<file path="src/rtl/cp_gpp_pkg.sv">
// Shared types and constants for the CP/GPP bridge.
package cp_gpp_pkg;

    localparam int unsigned WORD_W        = 16;
    localparam int unsigned DEPTH_DEFAULT = 8;

    typedef logic [WORD_W-1:0] word_t;

endpackage

</file>
<file path="src/rtl/cp_gpp_if.sv">
// GPP and network handshake signals of the bridge; slave = bridge side, master = environment.
interface cp_gpp_if;
    import cp_gpp_pkg::*;

    word_t gpp_tx_data;
    logic  gpp_trf_cp;
    logic  gpp_rx_read;
    word_t RAM_rx_data_out;
    logic  data_rx_flag;
    logic  tx_overflow;
    word_t net_tx_data;
    logic  net_tx_valid;
    logic  net_tx_ready;
    word_t net_rx_data;
    logic  net_rx_valid;
    logic  net_rx_ready;

    modport slave (
        input  gpp_tx_data, gpp_trf_cp, gpp_rx_read, net_tx_ready, net_rx_data, net_rx_valid,
        output RAM_rx_data_out, data_rx_flag, tx_overflow, net_tx_data, net_tx_valid,
               net_rx_ready
    );

    modport master (
        output gpp_tx_data, gpp_trf_cp, gpp_rx_read, net_tx_ready, net_rx_data, net_rx_valid,
        input  RAM_rx_data_out, data_rx_flag, tx_overflow, net_tx_data, net_tx_valid,
               net_rx_ready
    );

endinterface

</file>
<file path="src/rtl/word_fifo.sv">
// First-word-fall-through word FIFO; head reads as zero when empty.
module word_fifo
    import cp_gpp_pkg::*;
#(
    parameter int unsigned DEPTH = DEPTH_DEFAULT
) (
    input  logic                     clk_i,
    input  logic                     rst_i,
    input  logic                     push_i,
    input  logic                     pop_i,
    input  word_t                    din_i,
    output word_t                    dout_o,
    output logic [$clog2(DEPTH):0]   count_o,
    output logic                     full_o,
    output logic                     empty_o
);

    localparam int unsigned PtrW = $clog2(DEPTH);
    localparam int unsigned CntW = PtrW + 1;

    word_t             mem_q [DEPTH];
    logic [PtrW-1:0]   wptr_q, wptr_d;
    logic [PtrW-1:0]   rptr_q, rptr_d;
    logic [CntW-1:0]   cnt_q, cnt_d;
    logic              do_push, do_pop;

    assign empty_o = (cnt_q == '0);
    assign full_o  = (cnt_q == CntW'(DEPTH));
    assign count_o = cnt_q;
    assign dout_o  = empty_o ? '0 : mem_q[rptr_q];

    // A full FIFO still accepts a push when the head leaves on the same edge.
    assign do_pop  = pop_i && !empty_o;
    assign do_push = push_i && (!full_o || do_pop);

    always_comb begin
        wptr_d = wptr_q;
        rptr_d = rptr_q;
        cnt_d  = cnt_q;
        if (do_push) begin
            wptr_d = wptr_q + 1'b1;
        end
        if (do_pop) begin
            rptr_d = rptr_q + 1'b1;
        end
        if (do_push && !do_pop) begin
            cnt_d = cnt_q + 1'b1;
        end else if (do_pop && !do_push) begin
            cnt_d = cnt_q - 1'b1;
        end
    end

    always_ff @(posedge clk_i) begin
        if (rst_i) begin
            wptr_q <= '0;
            rptr_q <= '0;
            cnt_q  <= '0;
        end else begin
            wptr_q <= wptr_d;
            rptr_q <= rptr_d;
            cnt_q  <= cnt_d;
        end
    end

    always_ff @(posedge clk_i) begin
        if (!rst_i && do_push) begin
            mem_q[wptr_q] <= din_i;
        end
    end

endmodule

</file>
<file path="src/rtl/cp_gpp_bridge.sv">
// GPP <-> network bridge: TX and RX word FIFOs with sticky TX overflow.
// Optional internal loopback (TX head -> RX) when CP_LOOPBACK_EN is defined.
module cp_gpp_bridge
    import cp_gpp_pkg::*;
#(
    parameter int unsigned DEPTH = DEPTH_DEFAULT
) (
    input logic      clk,
    input logic      rst,
`ifdef CP_LOOPBACK_EN
    input logic      loopback_en,
`endif
    cp_gpp_if.slave  bus
);

    localparam int unsigned CntW = $clog2(DEPTH) + 1;

    logic            tx_push, tx_pop, tx_full, tx_empty;
    logic            rx_push, rx_pop, rx_full, rx_empty;
    logic [CntW-1:0] tx_count, rx_count;
    word_t           tx_head, rx_head, rx_din;
    logic            tx_overflow_d, tx_overflow_q;

    always_comb begin
`ifdef CP_LOOPBACK_EN
        tx_pop  = !tx_empty && (loopback_en ? !rx_full : bus.net_tx_ready);
        rx_push = loopback_en ? tx_pop : (bus.net_rx_valid && !rx_full);
        rx_din  = loopback_en ? tx_head : bus.net_rx_data;
`else
        tx_pop  = !tx_empty && bus.net_tx_ready;
        rx_push = bus.net_rx_valid && !rx_full;
        rx_din  = bus.net_rx_data;
`endif
        tx_push       = bus.gpp_trf_cp && (!tx_full || tx_pop);
        rx_pop        = bus.gpp_rx_read && !rx_empty;
        tx_overflow_d = tx_overflow_q || (bus.gpp_trf_cp && tx_full && !tx_pop);
    end

    always_ff @(posedge clk) begin
        if (rst) begin
            tx_overflow_q <= 1'b0;
        end else begin
            tx_overflow_q <= tx_overflow_d;
        end
    end

    word_fifo #(
        .DEPTH (DEPTH)
    ) u_tx_fifo (
        .clk_i   (clk),
        .rst_i   (rst),
        .push_i  (tx_push),
        .pop_i   (tx_pop),
        .din_i   (bus.gpp_tx_data),
        .dout_o  (tx_head),
        .count_o (tx_count),
        .full_o  (tx_full),
        .empty_o (tx_empty)
    );

    word_fifo #(
        .DEPTH (DEPTH)
    ) u_rx_fifo (
        .clk_i   (clk),
        .rst_i   (rst),
        .push_i  (rx_push),
        .pop_i   (rx_pop),
        .din_i   (rx_din),
        .dout_o  (rx_head),
        .count_o (rx_count),
        .full_o  (rx_full),
        .empty_o (rx_empty)
    );

    assign bus.net_tx_data     = tx_head;
    assign bus.RAM_rx_data_out = rx_head;
    assign bus.data_rx_flag    = (rx_count != '0);
    assign bus.tx_overflow     = tx_overflow_q;
`ifdef CP_LOOPBACK_EN
    assign bus.net_tx_valid = (tx_count != '0) && !loopback_en;
    assign bus.net_rx_ready = !rx_full && !rst && !loopback_en;
`else
    assign bus.net_tx_valid = (tx_count != '0);
    assign bus.net_rx_ready = !rx_full && !rst;
`endif

endmodule

</file>
<file path="src/flat_wrapper.sv">
// flat-port wrapper written by rule: the top's interface ports become plain ports
module cp_gpp_bridge_flat import cp_gpp_pkg::*;
#(
    parameter int unsigned DEPTH = DEPTH_DEFAULT
)
  (clk, rst, bus_gpp_tx_data, bus_gpp_trf_cp, bus_gpp_rx_read, bus_net_tx_ready, bus_net_rx_data, bus_net_rx_valid, bus_RAM_rx_data_out, bus_data_rx_flag, bus_tx_overflow, bus_net_tx_data, bus_net_tx_valid, bus_net_rx_ready);
  cp_gpp_if bus_i ();
  input logic clk;
  input logic rst;
  input wire logic [$bits(bus_i.gpp_tx_data)-1:0] bus_gpp_tx_data;
  input wire logic [$bits(bus_i.gpp_trf_cp)-1:0] bus_gpp_trf_cp;
  input wire logic [$bits(bus_i.gpp_rx_read)-1:0] bus_gpp_rx_read;
  input wire logic [$bits(bus_i.net_tx_ready)-1:0] bus_net_tx_ready;
  input wire logic [$bits(bus_i.net_rx_data)-1:0] bus_net_rx_data;
  input wire logic [$bits(bus_i.net_rx_valid)-1:0] bus_net_rx_valid;
  output wire logic [$bits(bus_i.RAM_rx_data_out)-1:0] bus_RAM_rx_data_out;
  output wire logic [$bits(bus_i.data_rx_flag)-1:0] bus_data_rx_flag;
  output wire logic [$bits(bus_i.tx_overflow)-1:0] bus_tx_overflow;
  output wire logic [$bits(bus_i.net_tx_data)-1:0] bus_net_tx_data;
  output wire logic [$bits(bus_i.net_tx_valid)-1:0] bus_net_tx_valid;
  output wire logic [$bits(bus_i.net_rx_ready)-1:0] bus_net_rx_ready;
  assign bus_i.gpp_tx_data = bus_gpp_tx_data;
  assign bus_i.gpp_trf_cp = bus_gpp_trf_cp;
  assign bus_i.gpp_rx_read = bus_gpp_rx_read;
  assign bus_i.net_tx_ready = bus_net_tx_ready;
  assign bus_i.net_rx_data = bus_net_rx_data;
  assign bus_i.net_rx_valid = bus_net_rx_valid;
  assign bus_RAM_rx_data_out = bus_i.RAM_rx_data_out;
  assign bus_data_rx_flag = bus_i.data_rx_flag;
  assign bus_tx_overflow = bus_i.tx_overflow;
  assign bus_net_tx_data = bus_i.net_tx_data;
  assign bus_net_tx_valid = bus_i.net_tx_valid;
  assign bus_net_rx_ready = bus_i.net_rx_ready;
  cp_gpp_bridge #(.DEPTH(DEPTH)) u_core (.clk(clk), .rst(rst), .bus(bus_i));
endmodule
</file>
<file path="config.mk">
export PLATFORM = sky130hd
export DESIGN_NAME = cp_gpp_bridge_flat
export DESIGN_NICKNAME = d
export VERILOG_FILES = /design/src/rtl/cp_gpp_pkg.sv /design/src/rtl/cp_gpp_if.sv /design/src/rtl/word_fifo.sv /design/src/rtl/cp_gpp_bridge.sv /design/src/flat_wrapper.sv
export SDC_FILE = /design/constraint.sdc
export NUM_CORES = 1
export LEC_CHECK = 0
export ABC_AREA = 1
export CORE_MARGIN = 2
export CORE_UTILIZATION = 40
export DETAILED_ROUTE_END_ITERATION = 12
export DONT_BUFFER_PORTS = 1
export SLEW_MARGIN = 0
export SYNTH_ARGS = -nofsm -noshare
export SYNTH_HDL_FRONTEND = slang
export SYNTH_SLANG_ARGS = --single-unit
</file>
<file path="constraint.sdc">
create_clock -name clk -period 5.25 [get_ports clk]
set_input_delay 1.05 -clock clk [delete_from_list [all_inputs] [get_ports clk]]
set_output_delay 1.05 -clock clk [all_outputs]
set_load 0.02 [all_outputs]
</file>
==> reports/results.txt, run 1 <==
PortBufs: 0
clock-pin slew on the worst setup and hold paths: 60 ps
EDFF count, synth: 256
Worst R2R Start: u_core.u_tx_fifo.count_o[0]
clk_lat worst skew: 550 ps
clk root buf: clkbuf_16
number of max-cap violations: 0
FF-to-FF path depth: 13
main flop type after synthesis: edfxtp_1
main combinational cell family by area after synthesis: simple AND/OR/NAND/NOR gates
Total GRT Usage: 0.156
vias in the first global route: 6788
vias per inst: 4.98
Hold WC Path Type: flip-flop to flip-flop
final worst path period share: 0.697
area fraction in compound gates after synthesis: 0.0814
initial drt markers: 443
via count: 7073
fraction of layout cells with a size suffix above 1: 0.0752
Slew Limit Fails: 0
Synth top area share: 0.665
XOR/XNOR Fraction of Synth Area: 0.00606
run status: completed
Post-CTS Setup Bufs: 0
Req. time, crit path: 4200 ps
Max FO, Critical Path: 49
flops & latches, synth: 283
Max VDD drop: 0.269 mV
syn_nets: 1060
synth warn: 0
unrepaired setup endpoints after global routing: false
Buf+Inv Stages, Crit Path: 2
Die W: 174 um
post-DP HPWL: 12900 um
CP arrival: 2610 ps
die area: 0.0303 sq mm
Post-Layout Cell Count: 1421
largest net degree at the start of global routing: 65
Rows: 62
cell taking the most area after synthesis: edfxtp_1
gpl congestion: 0.782
CTS Hold Bufs: 0
setup TNS: 0 ps
register area share after synthesis: 0.711
DRC viols: 0
delay-heaviest family, CP: buffers and inverters
Netlist cell types: 23
Crit path top cell by count: nor2_1
PwrDens: 489 mW/mm^2
initial antenna violation count: 0
CTS tree: done
most frequent cells after synthesis: nor2_1, edfxtp_1, o21ai_1
Async S/R FF share, synth: 0
dpl cells: 1365
post-synthesis mux area share: 0
H-tree Lvls: 1
Num CTS Buffers: 30
global-route wire length before repair: 37300 um
Slew HR: 0.240
Final Hold Viols: 0
area share of and/or/nand/nor cells after synthesis: 0.149
final setup vio count: 0
Critical Path Sink Type: output pin
startpoint types: flip-flop
worst hold stages: 2
I/O Pins: 74
Final ANT Viol Nets: 0
Worst-Margin Slew: 1140 ps
min cycle time layout: 3660 ps
fmax: 0.273 GHz
worst hold start: u_core.u_rx_fifo.rptr_q[1]
Chip Height: 174 um
Post-Synth Adder-Cell Area: 0.0143
fin nets: 1063
drt wl/cell: 16.6 um
Worst path max stage delay: 460 ps
main area contributors after synthesis: edfxtp_1, nor2_1, dfxtp_1, o21ai_1, o21ai_0
most common cell in the netlist: nor2_1
first drt pass iteration count: 5
Resized cells post-CTS: 0
cells along the critical path: buf_4 > inv_1 > nor2_1 > o21ai_1 > nand3_1 > nand2_1 > nor2_1
total core area: 0.0286 sq mm
total gr overflow: 0
kind of critical path: flip-flop to output pin
CTS Sinks: 283
Starting Density: 0.404
average size of a mapped cell: 11.5 sq um
maximum clock path buffer count: 3
Leakage: 4.48 nW
Routed WL: 23600 um
Inserted Diodes: 0
Crit-path slowest cell: inv_1
critical path depth: 7
Synth-to-Final Area Change: 11.0%
synthesized area: 0.0116 sq mm
Post-Syn Instances: 1010
Clock Skews: 12.0 ps
[worst reg2reg max path: cells and delay by family (launching register included)]
family          cells  cell delay [ps]
simple gates        8              900
buf+inv             2              460
fa+ha+maj           2              550
flops               1              410
compound gates      1              100
[state kept, by name, indices dropped and copies added, names as in the netlist, named ones only]
| signal | cells |
|---|---|
| u_core.u_tx_fifo.rptr_q | 3 |
| u_core.u_tx_fifo.mem_q | 128 |
| u_core.u_rx_fifo.count_o | 4 |
| u_core.u_rx_fifo.wptr_q | 3 |
| u_core.u_rx_fifo.mem_q | 128 |
| u_core.bus.tx_overflow | 1 |
| u_core.u_tx_fifo.wptr_q | 3 |
| u_core.u_rx_fifo.rptr_q | 3 |
| u_core.u_tx_fifo.count_o | 4 |
[report_power, final]
part	switching (mW)	leakage, nW	total, mW	internal (mW)
logic	1.21	1.48	1.65	0.434
clock network	0.834	0.467	2.00	1.17
registers	0.0582	2.53	2.62	2.56
[metrics by stage]
stage | utilization | cell area [sq um] | hold WS [ps] | power (mW) | worst slack [ps]
after floorplan | - | 11600 | 459 | 4.06 | 2310
after CTS | 0.448 | 12800 | 485 | 6.34 | 1540
after global routing | 0.448 | 12800 | 502 | 6.63 | 1430
after detailed placement | 0.415 | 11900 | 477 | 4.34 | 2140
final | 0.448 | 12800 | 482 | 6.27 | 1590
after global placement | 0.415 | 11900 | 471 | 4.33 | 2120
[routing by layer]
metal,vias to the layer above,GRT usage,share of wire
li1,3494,-,-
met4,0,0.0448,0.025
met3,42,0.0374,0.062
met2,169,0.264,0.48
met5,-,0,0
met1,3368,0.199,0.43
[kinds of logic (layout without fill, tap and decap cells)]
family	count (synthesis)	count (layout)
and+or+nand+nor	441	441
AOI/OAI and AO/OA	188	188
adders and majority gates	12	12
xor gates and xnor gates	8	8
buffers and inverters	78	105
DFF	283	283
[path summary, 6_finish.rpt]
check	end	slack (ps)
setup / recovery	bus_RAM_rx_data_out[10]	1590
hold / removal	u_core.u_rx_fifo.rptr_q[1]	480
setup reg to reg	u_core.u_tx_fifo.count_o[3]	2770
hold reg to reg	u_core.u_rx_fifo.rptr_q[1]	480
[cell type report]
class | count | area, sq um
clock buffer | 47 | 896
clock inverter | 9 | 53.8
fill | 2551 | 15800
inverter | 27 | 101
multi-input combinational | 649 | 2910
sequential | 283 | 8230
tap | 384 | 480
timing repair buffer | 22 | 165
[layout by cell type, fill, tap and decap left out, types with 2 or more instances in the layout]
| master | synthesis | final |
|---|---|---|
| inv_2 | 3 | 3 |
| fa_1 | 2 | 2 |
| nor2_1 | 316 | 313 |
| nand2_1 | 76 | 76 |
| clkbuf_16 | 0 | 31 |
| inv_1 | 24 | 24 |
| a21oi_1 | 18 | 18 |
| ha_1 | 10 | 10 |
| xor2_1 | 8 | 8 |
| buf_4 | 8 | 22 |
| clkbuf_8 | 0 | 6 |
| clkbuf_1 | 13 | 10 |
| o21ai_0 | 81 | 81 |
| or2_2 | 2 | 2 |
| edfxtp_1 | 256 | 256 |
| o21ai_1 | 88 | 88 |
| nand3_1 | 45 | 45 |
| dfxtp_2 | 0 | 2 |
| nor2_2 | 0 | 3 |
| clkinv_2 | 0 | 5 |
| dfxtp_1 | 27 | 25 |
Power figures use the tool's default switching activity.
==> inputs of run 2 (changes only) <==
clock period = 3.76 ns   (was 5.25 ns; I/O delays follow)
==> run 2 against run 1 <==
  * Critical path depth rose by 1
  * Register-to-register slack worse by 1500 ps
  * Hold slack got worse by 200 ps
  * Total power up 45%
  * Critical endpoint is now bus_RAM_rx_data_out[5]
==> reports/results.txt, run 2 (same netlist as run 1, synthesis figures left out) <==
Slew HR: 0.538
min cycle time layout: 3120 ps
global-route wire length before repair: 37200 um
Resized cells post-CTS: 0
vias per inst: 4.84
cells along the critical path: buf_4 > inv_1 > nor2_1 > o21ai_1 > nand3_1 > nand2_1 > nor2_1 > buf_4
Max VDD drop: 0.409 mV
startpoint types: flip-flop
CP arrival: 2360 ps
PwrDens: 698 mW/mm^2
WHS Endpoint: u_core.bus.tx_overflow
I/O Pins: 74
clk root buf: clkbuf_16
post-DP HPWL: 13100 um
fraction of layout cells with a size suffix above 1: 0.0884
maximum clock path buffer count: 3
run status: completed
vias in the first global route: 6908
Routed WL: 23200 um
worst hold start: rst
commonest non-fill, non-tap cell in the layout: nor2_1
Inserted Diodes: 0
Req. time, crit path: 3010 ps
fmax: 0.321 GHz
via count: 6945
clock-pin slew on the worst setup and hold paths: 60 ps
initial antenna violation count: 0
total gr overflow: 0
Num CTS Buffers: 30
FF-to-FF path depth: 13
largest net degree at the start of global routing: 65
Worst R2R Start: u_core.u_rx_fifo.count_o[0]
total core area: 0.0286 sq mm
CTS Sinks: 283
DRC viols: 0
Post-CTS Setup Bufs: 0
Rows: 62
Die W: 174 um
Max FO, Critical Path: 34
Worst-Margin Slew: 693 ps
initial drt markers: 438
R2R Path End: u_core.u_rx_fifo.count_o[3]
delay-heaviest family, CP: buffers and inverters
Final Hold Viols: 0
Clock Skews: 16.4 ps
gpl congestion: 0.744
drt wl/cell: 16.2 um
worst hold stages: 1
Worst path max stage delay: 360 ps
CTS tree: done
unrepaired setup endpoints after global routing: false
final worst path period share: 0.829
Crit-path slowest cell: inv_1
Starting Density: 0.404
Critical Path Sink Type: output pin
Top Registers: u_core.u_rx_fifo.mem_q: 128 flops, u_core.u_tx_fifo.mem_q: 128 flops
Synth-to-Final Area Change: 12.6%
Leakage: 4.59 nW
kind of critical path: flip-flop to output pin
Chip Height: 174 um
final setup vio count: 0
critical path depth: 8
fin nets: 1080
PortBufs: 0
most frequent cells in the layout: nor2_1, edfxtp_1, o21ai_1
CTS Hold Bufs: 0
Hold WC Path Type: primary input to flip-flop
number of max-cap violations: 0
Final ANT Viol Nets: 0
die area: 0.0303 sq mm
worst reg-to-reg setup slack: 1250 ps
clk_lat worst skew: 540 ps
first drt pass iteration count: 4
Total GRT Usage: 0.155
setup TNS: 0 ps
Slew Limit Fails: 0
Buf+Inv Stages, Crit Path: 3
worst hold slack: 286 ps
H-tree Lvls: 1
-- run 2: changes by cell type in the layout (fill, tap and decap cells not counted), sizes merged --
| cell | change |
|---|---|
| buf | +17 |
| clkinv | +1 |
| clkinvlp | +2 |
| bufinv | +5 |
| clkbuf | -10 |
-- run 2: how the worst max path moves through the flow --
stage | from | end
6_report | flip-flop | bus_RAM_rx_data_out[5]
3_3_place_gp | flip-flop | bus_RAM_rx_data_out[5]
4_1_cts | flip-flop | bus_RAM_rx_data_out[5]
3_5_place_dp | bus_net_tx_ready | u_core.u_tx_fifo.count_o[3]
5_1_grt | flip-flop | bus_RAM_rx_data_out[14]
2_1_floorplan | rst | u_core.u_tx_fifo.mem_q[4][0]
-- run 2: power by group --
group,internal (mW),switching [mW],total (mW)
clock,1.84,1.16,3.00
combinational,0.719,1.71,2.43
sequential,3.58,0.0874,3.67
-- run 2: cell type report --
class                           instances  area, sq um
Clock buffer                           37          798
Inverter                               27          101
Clock inverter                         17          215
Tap cell                              384          480
Multi-Input combinational cell        649         2910
Fill cell                            2608        15600
Sequential cell                       283         8230
Timing Repair Buffer                   39          293
-- run 2: worst reg2reg max path, cell delays in order, from the launching register on --
cell and delay, ps:
dfxtp_1 410, nor2_1 100, nand3_1 70, buf_4 310, nand2_1 210, ha_1 260
inv_1 160, ha_1 280, or2_2 310, nand2_1 70, nand2_1 40, nand2_1 50
nand2_1 50, a21oi_1 120
-- run 2: layer usage --
metal,GRT usage,part of all wire
met4,0.0392,0.020
met5,0,0
met2,0.261,0.47
met1,0.202,0.45
met3,0.0365,0.060
-- run 2: per-stage QoR --
step	power, mW	cells	utilization	worst slack (ps)	cell area, sq um
global placement	6.17	1382	0.420	1220	12000
floorplan	5.67	1010	-	1120	11600
finish	9.10	1436	0.455	645	13000
detailed placement	6.21	1382	0.420	1160	12000
CTS	9.22	1436	0.455	592	13000
global route	9.62	1436	0.455	472	13000
